### src/rtl/symbol_fifo.sv
// Elastic buffer behind the word-to-symbol gearbox: stores {last, first, data} per symbol, drops on full.
// One cycle from write to out_valid (no fall-through); the input cannot be stalled, so overflow drops are counted.
module symbol_fifo #(
  parameter int SYM_WIDTH = 7,
  parameter int DEPTH     = 16,
  parameter int CNT_WIDTH = 8
) (
  input  logic                         clk,
  input  logic                         rst,
  input  logic                         in_valid,
  input  logic [SYM_WIDTH-1:0]         in_data,
  input  logic                         in_first,
  input  logic                         in_last,
  output logic                         out_valid,
  input  logic                         out_ready,
  output logic [SYM_WIDTH-1:0]         out_data,
  output logic                         out_first,
  output logic                         out_last,
  output logic [$clog2(DEPTH+1)-1:0]   level,
  output logic                         overflow,
  output logic [CNT_WIDTH-1:0]         drop_cnt,
  output logic                         frame_err
);

  localparam int AW = $clog2(DEPTH);
  localparam int LW = $clog2(DEPTH+1);
  localparam int EW = SYM_WIDTH + 2;

  logic [EW-1:0] mem [DEPTH];
  logic [AW:0]   wr_ptr;
  logic [AW:0]   rd_ptr;
  logic [AW:0]   wr_ptr_nxt;
  logic [AW:0]   rd_ptr_nxt;
  logic [EW-1:0] head;
  logic          full;
  logic          rd_fire;
  logic          wr_acc;
  logic          drop;
  logic          in_frame;

  // Extra pointer bit separates full (same address, other lap) from empty.
  assign full    = (wr_ptr[AW-1:0] == rd_ptr[AW-1:0]) && (wr_ptr[AW] != rd_ptr[AW]);
  assign rd_fire = out_valid & out_ready;
  assign wr_acc  = in_valid & (~full | rd_fire);
  assign drop    = in_valid & full & ~rd_fire;

  assign wr_ptr_nxt = wr_ptr + (AW+1)'(wr_acc);
  assign rd_ptr_nxt = rd_ptr + (AW+1)'(rd_fire);

  always_ff @(posedge clk) begin
    if (wr_acc)
      mem[wr_ptr[AW-1:0]] <= {in_last, in_first, in_data};
  end

  always_ff @(posedge clk) begin
    if (rst) begin
      wr_ptr    <= '0;
      rd_ptr    <= '0;
      level     <= '0;
      out_valid <= 1'b0;
    end else begin
      wr_ptr    <= wr_ptr_nxt;
      rd_ptr    <= rd_ptr_nxt;
      out_valid <= (wr_ptr_nxt != rd_ptr_nxt);
      case ({wr_acc, rd_fire})
        2'b10:   level <= level + LW'(1);
        2'b01:   level <= level - LW'(1);
        default: level <= level;
      endcase
    end
  end

  always_ff @(posedge clk) begin
    if (rst) begin
      overflow <= 1'b0;
      drop_cnt <= '0;
    end else if (drop) begin
      overflow <= 1'b1;
      if (drop_cnt != '1)
        drop_cnt <= drop_cnt + CNT_WIDTH'(1);
    end
  end

  // Framing is checked on every presented symbol, dropped or not.
  always_ff @(posedge clk) begin
    if (rst) begin
      in_frame  <= 1'b0;
      frame_err <= 1'b0;
    end else if (in_valid) begin
      if (in_first == in_frame)
        frame_err <= 1'b1;
      in_frame <= ~in_last;
    end
  end

  assign head      = mem[rd_ptr[AW-1:0]];
  assign out_data  = out_valid ? head[SYM_WIDTH-1:0] : '0;
  assign out_first = out_valid ? head[SYM_WIDTH]     : 1'b0;
  assign out_last  = out_valid ? head[SYM_WIDTH+1]   : 1'b0;

endmodule

### config.mk
export PLATFORM = sky130hd
export DESIGN_NAME = symbol_fifo
export DESIGN_NICKNAME = d
export VERILOG_FILES = /design/src/rtl/symbol_fifo.sv
export SDC_FILE = /design/constraint.sdc
export NUM_CORES = 1
export LEC_CHECK = 0
export CORE_MARGIN = 5
export CORE_UTILIZATION = 50
export CTS_CLUSTER_DIAMETER = 60
export DETAILED_ROUTE_END_ITERATION = 12
export PLACE_DENSITY = 0.79
export SYNTH_ARGS = -nofsm -noshare
export SYNTH_HDL_FRONTEND = slang
export SYNTH_SLANG_ARGS = --single-unit
### constraint.sdc
create_clock -name clk -period 3.17 [get_ports clk]
set_clock_uncertainty 0.15 [all_clocks]
set_input_delay 0.317 -clock clk [delete_from_list [all_inputs] [get_ports clk]]
set_output_delay 0.317 -clock clk [all_outputs]
set_load 0.05 [all_outputs]
==> summary.md <==
| Metric | Value |
|---|---|
| Status | `complete, no violations` |
| WHS Endpoint | `overflow` |
| Max VDD drop | `0.000464 V` |
| DRC Markers | `0` |
| Worst r2r dst | `level[4]` |
| Min-delay src | `overflow` |
| Post-route ant nets | `0` |
| Worst slew margin | `34.9%` |
| Final Non-Filler Cells | `662` |
| Synth Instances | `403` |
| Synth Warn # | `0` |
| Die Span Y | `128 µm` |
| Initial core utilization | `50.5%` |
| Area growth, synth to finish | `19.0%` |
| Top-count cell post-synth | `edfxtp_1` |
| Clock tree buffer depth | `2` |
| Final setup margin | `0.156 ns` |
| DR iter-0 viols | `335` |
| CP cell instances | `buf_12 > buf_4 > mux4_2 > a22oi_1 > a21boi_0 > buf_4` |
| CP max stage delay | `0.51 ns` |
| Synth area leaders | `edfxtp_1 (62%), mux4_2 (12%), dfxtp_1 (7.8%), a22oi_1 (2.1%), ha_1 (1.6%)` |
| Post-CTS Setup Repair Bufs | `0` |
| DP Area | `7690 µm²` |
| Worst r2r src | `rd_ptr[3]` |
| Post-route cell area | `8240 µm²` |
| Filler instances | `989` |
| FF-to-FF path depth | `12` |
| Mean Syn Cell Area | `17.2 µm²` |
| Setup TNS | `0 ns` |
| Power per cell area | `608 nW/µm²` |
| CTS Buf Count | `17` |
| Core area | `13700 µm²` |
| RSZ-0062 raised after global routing | `no` |
| Final period util | `95.1%` |
| Post-synthesis sequential area ratio | `70.2%` |
| Post-synth top area share | `62.4%` |
| Hold buffer count at cts | `0` |
| Core Rows | `43` |
| Worst path slowest cell | `mux4_2` |
| R2R Setup Slk | `0.27 ns` |
| CTS clk-pin slew, worst paths | `0.06 ns` |
| Synth Net Count | `426` |
| CP arrival | `2.55 ns` |
| Worst Setup End Kind | `output pin` |
| Placed cell count | `629` |
| Hold path cells | `2` |
| Pre-CTS setup slack | `-0.0346 ns` |
| Hold_ws | `0.302 ns` |
| GP Congestion | `0.818` |
| Achievable Freq | `0.332 GHz` |
| Die area | `16300 µm²` |
| CP bufs+invs | `3` |
| Worst Setup Start Kind | `register` |
| Final hold vios | `0` |
| Global-route wire length before repair | `22300 µm` |
| Slew Limit Fails | `0` |
| Worst EP required | `2.70 ns` |
| Layout cells sized above 1 | `23.2%` |
| Number of max-cap violations | `0` |
| Most used cell, CP | `buf_4` |
| Chip width | `128 µm` |
| Diode count | `0` |
| Initial antenna violation count | `0` |
| First drt pass iteration count | `4` |
| Peak fanout along the critical path | `15` |
| Largest net degree at the start of global routing | `37` |
| Clock insertion delay at the later pin of the skew report | `0.42 ns` |
| Num ports | `38` |
| I/O Buffers | `37` |
| Synth cell count leaders | `edfxtp_1 (144), mux4_2 (36), dfxtp_1 (27), a22oi_1 (19), nor2_1 (19)` |
| Post-DP HPWL | `8880 µm` |
| Post-Route WL | `14500 µm` |
| Crit path time final | `3.01 ns` |
| CTS root buffer | `clkbuf_16` |
| Avg WL per Cell | `21.9 µm` |
| Vias per cell | `5.86` |
| Mapped cell area | `6930 µm²` |
| Main synth FF type | `edfxtp_1` |
| Nets | `492` |
| CP top delay family | `buffers and inverters` |
| Fraction of registers with async set/reset | `0%` |
| Post-route core utilization | `60.1%` |
| CTS tree | `yes` |
| GRT overflow | `0` |
| WS Path Type | `register to output pin` |
| Total power | `5.01 mW` |
| Tot GR Track Use | `18.5%` |
| Leakage | `2.68 nW` |
| Seq cells post-synth | `171` |
| H-tree Lvls | `4` |
| Vias after detailed routing | `3880` |
| Cell accounting for the most synthesized area | `edfxtp_1` |
| Vias in the first global route | `4079` |
| EDFF count, synth | `144` |
| Actual slew at the worst max-slew pin | `0.973 ns` |
| HP Class | `register to register` |
| Final setup vio count | `0` |
| Unique masters post-synth | `41` |
| Clk sinks | `171` |
## timing repair
| action | in CTS | in global routing |
|---|---|---|
| cloned | 0 | 1 |
| resized for setup | 5 | 1 |
| setup endpoints to repair | 5 | 2 |
## per-layer routing
metal | up-vias | track usage, % | routed length [µm]
li1 | 1742 | - | -
met1 | 1948 | 24.1 | 5510
met2 | 166 | 30.7 | 7690
met3 | 24 | 4.54 | 928
met4 | 0 | 6.12 | 352
met5 | - | 0 | 0
## cell type report
class | count | area, µm² | share of cell area, %
Inverter | 12 | 45.0 | 0.547
Clock buffer | 20 | 437 | 5.30
Sequential cell | 171 | 4870 | 59.1
Multi-Input combinational cell | 199 | 1950 | 23.6
Timing Repair Buffer | 68 | 629 | 7.64
Tap cell | 180 | 225 | 2.73
Clock inverter | 12 | 87.6 | 1.06
## sequential cells by signal, indices dropped and copies added, names as in the netlist
signal,count
overflow,1
mem,144
out_valid,1
in_frame,1
frame_err,1
drop_cnt,8
wr_ptr,5
level,5
rd_ptr,5
## tightest hold or removal path, stage by stage, from the launching register on
cell and delay (ns):
dfxtp_1 0.31, inv_1 0.05, a21oi_1 0.05
## worst max-delay path by stage
stage                     cells past startpoint        end       from
after floorplan                              13   level[4]  out_valid
after global placement                       13   level[4]  out_ready
after detailed placement                     13   level[4]  out_ready
after CTS                                     6  out_first  rd_ptr[0]
after global routing                          6  out_first  rd_ptr[0]
final                                         6  out_first  rd_ptr[0]
## power breakdown
group	leakage (nW)	switching (mW)	internal, mW
sequential	1.52	0.0288	2.48
clock	0.252	0.828	1.01
combinational	0.905	0.388	0.272
## placed cells by master, fill, tap and decap left out, types with 3 or more instances in the layout
cell type	instances
buf_4	32
a21boi_0	9
o21ai_0	7
o31ai_1	3
nand3_1	8
clkbuf_16	18
clkbuf_1	3
nor4_2	6
ha_1	9
dfxtp_2	3
clkdlybuf4s50_1	28
edfxtp_1	144
dfxtp_1	24
xor2_1	6
a22oi_1	19
nor3_1	10
xnor2_1	9
nand2_1	8
or3_1	6
mux4_2	36
nor2_1	19
nor2b_1	7
inv_6	3
a21oi_1	14
or4_1	3
dlygate4sd2_1	5
inv_1	11
## cell families (layout without fill, tap and decap cells)
| family | after synthesis | count (layout) | synth area share, % |
|---|---|---|---|
| flops | 171 | 171 | 70.2 |
| simple gates | 77 | 77 | 5.85 |
| compound gates | 60 | 60 | 6.05 |
| mux | 37 | 37 | 11.9 |
| buf+inv | 33 | 112 | 2.19 |
| xor+xnor | 15 | 15 | 1.90 |
| fa+ha+maj | 10 | 10 | 1.92 |
(Power assumes the default switching activity.)
